`src/rtl/photon_pkg.sv`:
```
// Shared definitions for the photon detector channel controller:
// state encoding, channel count and the sensor-vector helper functions.
package photon_pkg;

    localparam int NUM_CH = 6;

    typedef enum logic [2:0] {
        ST_IDLE  = 3'd0,
        ST_CH1   = 3'd1,
        ST_CH2   = 3'd2,
        ST_CH3   = 3'd3,
        ST_CH4   = 3'd4,
        ST_CH5   = 3'd5,
        ST_CH6   = 3'd6,
        ST_COINC = 3'd7
    } state_t;

    // Number of asserted sensors, 0..NUM_CH.
    function automatic logic [2:0] popcount(input logic [NUM_CH-1:0] v);
        logic [2:0] c;
        c = '0;
        for (int i = 0; i < NUM_CH; i++) begin
            c = c + 3'(v[i]);
        end
        return c;
    endfunction

    // One-based index of the highest asserted sensor, 0 when none is set.
    function automatic logic [2:0] prio_enc(input logic [NUM_CH-1:0] v);
        logic [2:0] p;
        p = '0;
        for (int i = 0; i < NUM_CH; i++) begin
            if (v[i]) p = 3'(i + 1);
        end
        return p;
    endfunction

    // Actuator pattern for a state: one-hot for a channel, all on for COINC.
    function automatic logic [NUM_CH-1:0] act_decode(input state_t s);
        logic [NUM_CH-1:0] a;
        a = '0;
        case (s)
            ST_IDLE:  a = '0;
            ST_COINC: a = '1;
            default:  a[3'(s) - 3'd1] = 1'b1;
        endcase
        return a;
    endfunction

endpackage

```
`src/rtl/photon_sync.sv`:
```
// Two-flop synchronizer for one asynchronous sensor input; clears to 0 on rst.
module photon_sync (
    input  logic clk,
    input  logic rst,
    input  logic d,
    output logic q
);

    logic meta;

    // Shift the input through two flops to resolve metastability.
    always_ff @(posedge clk or posedge rst) begin
        if (rst) begin
            meta <= 1'b0;
            q    <= 1'b0;
        end else begin
            meta <= d;
            q    <= meta;
        end
    end

endmodule

```
`src/rtl/photon_fsm.sv`:
```
// Six-channel photon detector controller: selects the highest-index active
// sensor, enforces a minimum dwell per channel and flags coincidences.
// Build option: define PHOTON_FSM_SYNC_EN to pass every sensor through a
// 2-flop synchronizer (3-edge sensor-to-state latency instead of 1).
module photon_fsm
    import photon_pkg::*;
#(
    parameter int HOLD_CYCLES = 4,
    parameter int COINC_LIMIT = 3
) (
    input  logic       clk,
    input  logic       rst,
    input  logic       S1,
    input  logic       S2,
    input  logic       S3,
    input  logic       S4,
    input  logic       S5,
    input  logic       S6,
    output logic       A1,
    output logic       A2,
    output logic       A3,
    output logic       A4,
    output logic       A5,
    output logic       A6,
    output logic [2:0] state
);

    localparam logic [7:0] HOLD_MAX  = 8'(HOLD_CYCLES - 1);
    localparam logic [2:0] COINC_LIM = 3'(COINC_LIMIT);

    logic [NUM_CH-1:0] raw;
    logic [NUM_CH-1:0] v;
    logic [2:0]        cnt;
    logic [2:0]        top;
    state_t            cur;
    state_t            nxt;
    logic [7:0]        hold;
    logic [7:0]        hold_nxt;
    logic [NUM_CH-1:0] act;

    assign raw = {S6, S5, S4, S3, S2, S1};

`ifdef PHOTON_FSM_SYNC_EN
    for (genvar gi = 0; gi < NUM_CH; gi++) begin : g_sync
        photon_sync u_sync (
            .clk (clk),
            .rst (rst),
            .d   (raw[gi]),
            .q   (v[gi])
        );
    end
`else
    assign v = raw;
`endif

    assign cnt = popcount(v);
    assign top = prio_enc(v);

    // Next-state and dwell-counter evaluation in priority order.
    always_comb begin
        // NOTE: defaults first so every path assigns nxt/hold_nxt; no latch is inferred.
        nxt      = cur;
        hold_nxt = hold;
        if (cnt >= COINC_LIM) begin
            nxt = ST_COINC;
        end else begin
            case (cur)
                ST_IDLE: begin
                    if (top != 3'd0) nxt = state_t'(top);
                end
                ST_COINC: begin
                    nxt = ST_IDLE;
                end
                default: begin
                    if (hold < HOLD_MAX) begin
                        hold_nxt = hold + 8'd1;
                    end else if (top == 3'd0) begin
                        nxt = ST_IDLE;
                    end else if (state_t'(top) != cur) begin
                        nxt = state_t'(top);
                    end
                end
            endcase
        end
        if (nxt != cur) hold_nxt = '0;
    end

    // State, dwell counter and actuator register; actuators are decoded from
    // the next state so they always match the state register.
    always_ff @(posedge clk or posedge rst) begin
        if (rst) begin
            cur  <= ST_IDLE;
            hold <= '0;
            act  <= '0;
        end else begin
            // NOTE: sequential state uses non-blocking assignments so every flop samples pre-edge values.
            cur  <= nxt;
            hold <= hold_nxt;
            act  <= act_decode(nxt);
        end
    end

    assign state = cur;
    assign {A6, A5, A4, A3, A2, A1} = act;

endmodule

```
`config.mk`:
```
export PLATFORM = sky130hd
export DESIGN_NAME = photon_fsm
export DESIGN_NICKNAME = d
export VERILOG_FILES = /design/src/rtl/photon_pkg.sv /design/src/rtl/photon_sync.sv /design/src/rtl/photon_fsm.sv
export SDC_FILE = /design/constraint.sdc
export NUM_CORES = 1
export LEC_CHECK = 0
export CORE_MARGIN = 4
export CORE_UTILIZATION = 47
export DETAILED_ROUTE_END_ITERATION = 8
export PLACE_DENSITY_LB_ADDON = 0.2
export SLEW_MARGIN = 20
export SYNTH_ARGS = -nofsm -noshare
export SYNTH_HDL_FRONTEND = slang
export SYNTH_SLANG_ARGS = --single-unit
```
`constraint.sdc`:
```
create_clock -name clk -period 2.4 [get_ports clk]
set_clock_uncertainty 0.05 [all_clocks]
set_input_delay 0.72 -clock clk [delete_from_list [all_inputs] [get_ports clk]]
set_output_delay 0.72 -clock clk [all_outputs]
set_load 0.02 [all_outputs]
```
==> flow_results.xml, run 1 <==
<?xml version="1.0" encoding="UTF-8"?>
<metrics>
  <group name="die">
    <metric name="placeableCoreArea" unit="mm2">0.00204</metric>
    <metric name="start_util" unit="">0.520</metric>
    <metric name="die_h" unit="um">55.5</metric>
    <metric name="die_area" unit="mm2">0.00308</metric>
    <metric name="rows" unit="">16</metric>
    <metric name="floorplan.io_pins" unit="">17</metric>
    <metric name="fp.dieW" unit="um">55.5</metric>
  </group>
  <group name="cts">
    <metric name="clock_sinks" unit="">17</metric>
    <metric name="clock_insertion_delay_worst_skew" unit="ps">280</metric>
    <metric name="clock_tree.buffer_depth" unit="">2</metric>
    <metric name="h-tree-depth" unit="">1</metric>
    <metric name="clock-root-buffer" unit="">sky130_fd_sc_hd__clkbuf_4</metric>
    <metric name="path_clk_slew" unit="ps">90</metric>
    <metric name="cts_tree" unit="">yes</metric>
    <metric name="cts-buffers-inserted" unit="">3</metric>
  </group>
  <group name="pwr">
    <metric name="total_power" unit="mW">1.94</metric>
    <metric name="power_leakage" unit="nW">0.754</metric>
    <metric name="clockPowerShare" unit="">0.077</metric>
    <metric name="power.share.combinational" unit="">0.691</metric>
    <metric name="peak_supply_drop" unit="mV">1.13</metric>
    <metric name="internal_power" unit="mW">1.12</metric>
    <metric name="power_density" unit="mW/mm2">1230</metric>
    <metric name="p_seq_frac" unit="">0.233</metric>
    <metric name="swShare" unit="">0.424</metric>
    <metric name="switchingPower" unit="uW">823</metric>
  </group>
  <group name="global_routing">
    <metric name="antenna_violations_before_repair" unit="">0</metric>
    <metric name="first_pass_grt_wire_length" unit="mm">4.32</metric>
    <metric name="grt.overflow.total" unit="">0</metric>
    <metric name="grt_util_all_layers" unit="">0.175</metric>
    <metric name="vias_in_the_first_global_route" unit="">961</metric>
    <metric name="grt_max_degree" unit="">18</metric>
  </group>
  <group name="setup_path">
    <metric name="endpoint_kind" unit="">flip-flop</metric>
    <metric name="timing.reg2reg.worst_path_depth" unit="">11</metric>
    <metric name="critical_path.startpoint_type" unit="">input port</metric>
    <metric name="worst_ep_required_time" unit="ps">2550</metric>
    <metric name="critPathArrivalTime" unit="ps">3610</metric>
    <metric name="crit_type" unit="">input port to flip-flop</metric>
    <metric name="critical_path_peak_fanout" unit="">5</metric>
  </group>
  <group name="yosys">
    <metric name="async_flop_share" unit="">1.00</metric>
    <metric name="yosysMostFrequentCell" unit="">sky130_fd_sc_hd__dfrtp_1</metric>
    <metric name="ys_seq_elements" unit="">17</metric>
    <metric name="yosys.area_share.xor_xnor" unit="">0.0236</metric>
    <metric name="synth-compound-area-share" unit="">0.213</metric>
    <metric name="multiplexer_area_fraction_after_synthesis" unit="">0.00943</metric>
    <metric name="synth_top_cell_by_area" unit="">sky130_fd_sc_hd__dfrtp_1</metric>
    <metric name="synth_largest_type_area_fraction" unit="">0.401</metric>
    <metric name="syn-cell-area" unit="mm2">0.00106</metric>
    <metric name="yosysSeqAreaShare" unit="">0.401</metric>
    <metric name="net_count_synth" unit="">126</metric>
    <metric name="commonest_cells_post_synth" unit="">sky130_fd_sc_hd__dfrtp_1, sky130_fd_sc_hd__inv_1, sky130_fd_sc_hd__nor2_1</metric>
    <metric name="postSynthCellCount" unit="">110</metric>
    <metric name="synth_simple_gate_area_share" unit="">0.172</metric>
    <metric name="synth-warning-count" unit="">0</metric>
    <metric name="yosysUniqueCellTypes" unit="">40</metric>
    <metric name="post_synth_main_area_contributors" unit="">sky130_fd_sc_hd__dfrtp_1, sky130_fd_sc_hd__ha_1, sky130_fd_sc_hd__fa_1</metric>
    <metric name="postSynthAreaPerCell" unit="um2">9.65</metric>
    <metric name="main_combinational_cell_family_by_area_after_synthesis" unit="">compound AO/OA/AOI/OAI gates</metric>
    <metric name="synth-edff-count" unit="">0</metric>
    <metric name="synth_fa_ha_area_frac" unit="">0.116</metric>
    <metric name="ys_dominant_reg_cell" unit="">sky130_fd_sc_hd__dfrtp_1</metric>
  </group>
  <group name="detailed_routing">
    <metric name="drt-vias-per-instance" unit="">5.25</metric>
    <metric name="finalWirelength" unit="mm">2.58</metric>
    <metric name="drt-wirelength-per-cell" unit="um">14.3</metric>
    <metric name="dr_total_vias" unit="">950</metric>
    <metric name="route.antenna.remaining_nets" unit="">0</metric>
    <metric name="drt-pass1-iter-count" unit="">4</metric>
    <metric name="drc_errors" unit="">0</metric>
    <metric name="first_iter_violations" unit="">36</metric>
  </group>
  <group name="timing">
    <metric name="final_period_minus_worst_setup_slack" unit="ps">3460</metric>
    <metric name="timing.final.crit_share" unit="">1.44</metric>
    <metric name="slew_violations" unit="">0</metric>
    <metric name="final-setup-viol-count" unit="">17</metric>
    <metric name="timing.final.hold_violations" unit="">0</metric>
    <metric name="max_freq" unit="MHz">289</metric>
    <metric name="worst_slew_margin_rel" unit="">0.577</metric>
    <metric name="tightest_slew" unit="ps">634</metric>
    <metric name="setup_tns" unit="ps">-15740</metric>
    <metric name="post-route-worst-setup-slack" unit="ps">-1060</metric>
    <metric name="grt_setup_unrepaired" unit="">true</metric>
  </group>
  <group name="placement">
    <metric name="gp_congestion" unit="">0.887</metric>
    <metric name="buffer_ports.inserted" unit="">16</metric>
    <metric name="detailedPlace.worstSlack" unit="ps">-1960</metric>
    <metric name="numPlacedInstances" unit="">169</metric>
    <metric name="place.detailed.hpwl" unit="mm">1.87</metric>
  </group>
  <group name="cells_and_area">
    <metric name="utilization" unit="">0.775</metric>
    <metric name="syn2layout_area_growth" unit="%">49.1</metric>
    <metric name="finish.cell_count_without_fillers" unit="">181</metric>
    <metric name="antenna_cells_inserted" unit="">0</metric>
    <metric name="drive_above_1_share" unit="">0.390</metric>
    <metric name="layout.filler_cells" unit="">141</metric>
    <metric name="final_nets" unit="">171</metric>
  </group>
  <group name="outcome">
    <metric name="failing_checks" unit="">setup timing</metric>
    <metric name="outcome" unit="">finished with violations</metric>
  </group>
  <group name="flow_run">
    <metric name="maxCapViolations" unit="">0</metric>
  </group>
  <group name="worst_hold_path">
    <metric name="worst_hold_path.num_cells" unit="">1</metric>
    <metric name="hold_path.class" unit="">flip-flop to flip-flop</metric>
  </group>
</metrics>
-- through the flow --
stage	hold WS, ps	instance area (um2)
after detailed placement	452	1430
after global placement	436	1430
after CTS	479	1540
after global routing	519	1580
after floorplan	419	1110
final	477	1580
-- cell families (layout without fill, tap and decap cells) --
family          Yosys count  after routing
flops                    17             17
compound gates           30             30
fa+ha+maj                 8              8
mux                       1              1
buf+inv                  18             62
simple gates             34             34
xor+xnor                  2              2
-- cell usage in the layout (no fill, tap or decap), drive strengths merged, types with 2 or more instances in the layout --
master          n
a21oi           7
o31ai           2
buf            30
nand2           7
a21boi          2
nor2            8
xor2            2
dfrtp          17
and2            7
nor2b           2
or3             2
fa              3
clkdlybuf4s50  12
o21ai           4
nor3            3
clkbuf          4
o21a            2
a31o            4
ha              5
inv            15
-- routing by layer --
metal / routed length (um) / vias to the layer above / GRT usage
li1: - / 463 / -
met1: 1150 / 462 / 0.218
met2: 1310 / 23 / 0.294
met3: 114 / 2 / 0.0466
met4: 9 / 0 / 0.0521
met5: 0 / - / 0
-- worst max-delay path, stage by stage --
cell,delay (ps)
sky130_fd_sc_hd__buf_2,100
sky130_fd_sc_hd__inv_2,40
sky130_fd_sc_hd__fa_1,460
sky130_fd_sc_hd__fa_1,490
sky130_fd_sc_hd__inv_1,40
sky130_fd_sc_hd__ha_2,170
sky130_fd_sc_hd__inv_2,50
sky130_fd_sc_hd__fa_2,450
sky130_fd_sc_hd__o21ai_4,230
sky130_fd_sc_hd__a21oi_2,80
sky130_fd_sc_hd__buf_4,150
sky130_fd_sc_hd__ha_4,290
sky130_fd_sc_hd__inv_4,50
sky130_fd_sc_hd__nor2_4,110
sky130_fd_sc_hd__a21oi_2,60
sky130_fd_sc_hd__nor2_1,120
-- power by group through the flow --
stage / Combinational (mW) / Clock (mW) / Sequential [mW]
final: 1.34 / 0.149 / 0.453
after CTS: 1.25 / 0.154 / 0.451
after detailed placement: 1.08 / 0 / 0.456
after floorplan: 0.633 / 0 / 0.502
after global routing: 1.45 / 0.166 / 0.463
after global placement: 1.05 / 0 / 0.450
-- final timing paths --
check / startpoint / endpoint / slack (ps)
setup reg to reg: hold[0] / act[4] / -50
hold / removal: hold[4] / hold[4] / 480
hold reg to reg: hold[4] / hold[4] / 480
min in group asynchronous: rst / hold[5] / 770
setup / recovery: S1 / act[4] / -1060
max in group asynchronous: rst / hold[1] / 1120
-- sequential cells by signal (all words and copies together), names as in the netlist --
signal and count:
act 6, hold 8, state 3
-- layout make-up --
type,instances,area [um2],share of cell area
Tap cell,27,33.8,0.0214
Clock buffer,4,26.3,0.0166
Sequential cell,17,425,0.269
Timing Repair Buffer,43,382,0.241
Multi-Input combinational cell,75,643,0.407
Inverter,15,71.3,0.0451
-- what timing repair did --
item / 4_1_cts / 5_1_grt
setup endpoints to repair: 17 / 17
pin swaps: 8 / 3
gates resized for setup: 29 / 9
hold buffers: 0 / 0
setup buffers: 6 / 4
Power figures use the tool's default switching activity.
==> run 2: changes to the inputs <==
--- a/config.mk
+++ b/config.mk
@@ -6,7 +6,7 @@
 export NUM_CORES = 1
 export LEC_CHECK = 0
 export CORE_MARGIN = 4
-export CORE_UTILIZATION = 47
+export CORE_UTILIZATION = 56
 export DETAILED_ROUTE_END_ITERATION = 8
 export PLACE_DENSITY_LB_ADDON = 0.2
 export SLEW_MARGIN = 20
==> constraint.sdc (replaced) <==
create_clock -name clk -period 4.2 [get_ports clk]
set_clock_uncertainty 0.05 [all_clocks]
set_input_delay 1.26 -clock clk [delete_from_list [all_inputs] [get_ports clk]]
set_output_delay 1.26 -clock clk [all_outputs]
set_load 0.02 [all_outputs]
==> run 2 against run 1 <==
  * The flow now finishes without violations
  * Final cell count down 8.3%
  * Power is 51% lower
  * Critical endpoint is now act[1]
  * Global-route usage grew 2.1 points
  * First-iteration DRC count fell by 56%
  * Hold slack worse by 10 ps
  * Wire length decreased by 15%
  * Via count is 5.4% lower
  * Sequential share of layout area grew 3.6 points
  * Critical path type unchanged
  * Utilization grew 1.7 points
  * Register-to-register slack better by 1800 ps
  * Flip-flop and latch count is the same
==> flow_results.xml, run 2 (synthesized netlist as in run 1, its figures left out) <==
<?xml version="1.0" encoding="UTF-8"?>
<metrics>
  <group name="detailed_routing">
    <metric name="dr_total_vias" unit="">899</metric>
    <metric name="finalWirelength" unit="mm">2.20</metric>
    <metric name="route.antenna.remaining_nets" unit="">0</metric>
    <metric name="drt-vias-per-instance" unit="">5.42</metric>
    <metric name="drc_errors" unit="">0</metric>
    <metric name="drt-pass1-iter-count" unit="">4</metric>
    <metric name="drt-wirelength-per-cell" unit="um">13.2</metric>
    <metric name="first_iter_violations" unit="">16</metric>
  </group>
  <group name="pwr">
    <metric name="swShare" unit="">0.423</metric>
    <metric name="power_density" unit="mW/mm2">688</metric>
    <metric name="power_leakage" unit="nW">0.676</metric>
    <metric name="switchingPower" unit="uW">407</metric>
    <metric name="power.share.combinational" unit="">0.643</metric>
    <metric name="total_power" unit="uW">961</metric>
    <metric name="peak_supply_drop" unit="mV">0.390</metric>
    <metric name="internal_power" unit="uW">554</metric>
    <metric name="clockPowerShare" unit="">0.089</metric>
    <metric name="p_seq_frac" unit="">0.268</metric>
  </group>
  <group name="timing">
    <metric name="max_freq" unit="MHz">244</metric>
    <metric name="final_period_minus_worst_setup_slack" unit="ps">4100</metric>
    <metric name="final-setup-viol-count" unit="">0</metric>
    <metric name="timing.final.hold_violations" unit="">0</metric>
    <metric name="fin_hold_ws" unit="ps">467</metric>
    <metric name="slew_violations" unit="">0</metric>
    <metric name="grt_setup_unrepaired" unit="">false</metric>
    <metric name="tightest_slew" unit="ps">605</metric>
    <metric name="setup_tns" unit="ps">0</metric>
    <metric name="worst_slew_margin_rel" unit="">0.596</metric>
    <metric name="timing.final.crit_share" unit="">0.976</metric>
    <metric name="post-route-worst-setup-slack" unit="ps">102</metric>
  </group>
  <group name="setup_path">
    <metric name="crit_type" unit="">input port to flip-flop</metric>
    <metric name="critical_path.startpoint_type" unit="">input port</metric>
    <metric name="critical_path_peak_fanout" unit="">5</metric>
    <metric name="worst_ep_required_time" unit="ps">4340</metric>
    <metric name="endpoint_kind" unit="">flip-flop</metric>
    <metric name="critPathArrivalTime" unit="ps">4240</metric>
  </group>
  <group name="outcome">
    <metric name="outcome" unit="">finished, final reports clean</metric>
  </group>
  <group name="global_routing">
    <metric name="grt_max_degree" unit="">18</metric>
    <metric name="vias_in_the_first_global_route" unit="">950</metric>
    <metric name="antenna_violations_before_repair" unit="">0</metric>
    <metric name="first_pass_grt_wire_length" unit="mm">3.93</metric>
    <metric name="grt_util_all_layers" unit="">0.196</metric>
    <metric name="grt.overflow.total" unit="">0</metric>
  </group>
  <group name="cts">
    <metric name="clock-root-buffer" unit="">sky130_fd_sc_hd__clkbuf_4</metric>
    <metric name="clock_insertion_delay_worst_skew" unit="ps">300</metric>
    <metric name="clock_sinks" unit="">17</metric>
    <metric name="h-tree-depth" unit="">1</metric>
    <metric name="cts_tree" unit="">yes</metric>
    <metric name="path_clk_slew" unit="ps">90</metric>
    <metric name="clock_tree.buffer_depth" unit="">2</metric>
    <metric name="cts-buffers-inserted" unit="">3</metric>
  </group>
  <group name="die">
    <metric name="start_util" unit="">0.601</metric>
    <metric name="fp.dieW" unit="um">51.5</metric>
    <metric name="rows" unit="">15</metric>
    <metric name="die_h" unit="um">51.5</metric>
    <metric name="floorplan.io_pins" unit="">17</metric>
    <metric name="placeableCoreArea" unit="mm2">0.00176</metric>
    <metric name="die_area" unit="mm2">0.00265</metric>
  </group>
  <group name="cells_and_area">
    <metric name="syn2layout_area_growth" unit="%">31.6</metric>
    <metric name="final_cell_mix" unit="">sky130_fd_sc_hd__dfrtp_1, sky130_fd_sc_hd__buf_4, sky130_fd_sc_hd__clkdlybuf4s50_1</metric>
    <metric name="largest_register_ffs" unit="">8</metric>
    <metric name="largest-register" unit="">hold</metric>
    <metric name="layout.cells.most_common" unit="">sky130_fd_sc_hd__dfrtp_1</metric>
    <metric name="antenna_cells_inserted" unit="">0</metric>
    <metric name="final_nets" unit="">158</metric>
    <metric name="drive_above_1_share" unit="">0.241</metric>
  </group>
  <group name="placement">
    <metric name="buffer_ports.inserted" unit="">16</metric>
    <metric name="place.detailed.hpwl" unit="mm">1.78</metric>
    <metric name="detailedPlace.worstSlack" unit="ps">-547</metric>
    <metric name="gp_congestion" unit="">0.823</metric>
  </group>
  <group name="flow_run">
    <metric name="maxCapViolations" unit="">0</metric>
  </group>
  <group name="worst_hold_path">
    <metric name="hold_path.class" unit="">flip-flop to flip-flop</metric>
  </group>
</metrics>
run 2: critical path, stage by stage:
cell	delay (ps)
sky130_fd_sc_hd__dlygate4sd2_1	210
sky130_fd_sc_hd__inv_1	60
sky130_fd_sc_hd__fa_1	510
sky130_fd_sc_hd__fa_1	420
sky130_fd_sc_hd__inv_1	70
sky130_fd_sc_hd__ha_1	130
sky130_fd_sc_hd__inv_1	50
sky130_fd_sc_hd__fa_2	560
sky130_fd_sc_hd__o21ai_4	80
sky130_fd_sc_hd__a31o_4	230
sky130_fd_sc_hd__inv_2	50
sky130_fd_sc_hd__ha_2	270
sky130_fd_sc_hd__buf_4	140
sky130_fd_sc_hd__a31o_1	210
run 2: per-layer routing:
metal	routed length (um)	up-vias	global-route usage
li1	-	439	-
met1	895	434	0.215
met5	0	-	0
met3	104	2	0.0487
met4	21	0	0.0524
met2	1170	24	0.371
run 2: worst paths after layout:
| check | slack (ps) | to | depth (start not counted) | start |
|---|---|---|---|---|
| min | 470 | hold[7] | 1 | hold[7] |
| max reg2reg | 1720 | act[1] | 9 | hold[0] |
| min in group asynchronous | 1270 | state[2] | 2 | rst |
| max in group asynchronous | 2430 | hold[1] | 2 | rst |
| min reg2reg | 470 | hold[7] | 1 | hold[7] |
| max | 100 | act[1] | 14 | S4 |
run 2: per-stage QoR:
| step | util | cell area [um2] | std cells |
|---|---|---|---|
| 3_5_place_dp | 0.770 | 1360 | 161 |
| 3_3_place_gp | 0.770 | 1360 | 161 |
| 2_1_floorplan | - | 1080 | 110 |
| 4_1_cts | 0.792 | 1400 | 166 |
| 6_report | 0.791 | 1400 | 166 |
| 5_1_grt | 0.791 | 1400 | 166 |
run 2: final cells by class:
type                       instances  area (um2)
fill                             121         368
multi-input combinational         75         598
sequential                        17         425
inverter                          15        56.3
clock buffer                       4        26.3
tap                               25        31.3
timing repair buffer              30         259
run 2: repair_timing:
action / 4_1_cts / 5_1_grt
setup endpoints to repair: 13 / 13
resized for setup: 9 / 3
pin swaps: 7 / 4
buffers inserted: 1 / 0
hold buffers: 0 / 0
run 2: power by group through the flow:
stage | logic [mW] | registers [mW] | clock network (mW)
6_report | 0.618 | 0.257 | 0.0860
5_1_grt | 0.674 | 0.266 | 0.0961
4_1_cts | 0.616 | 0.257 | 0.0875
3_5_place_dp | 0.599 | 0.261 | 0
3_3_place_gp | 0.574 | 0.258 | 0
2_1_floorplan | 0.340 | 0.287 | 0
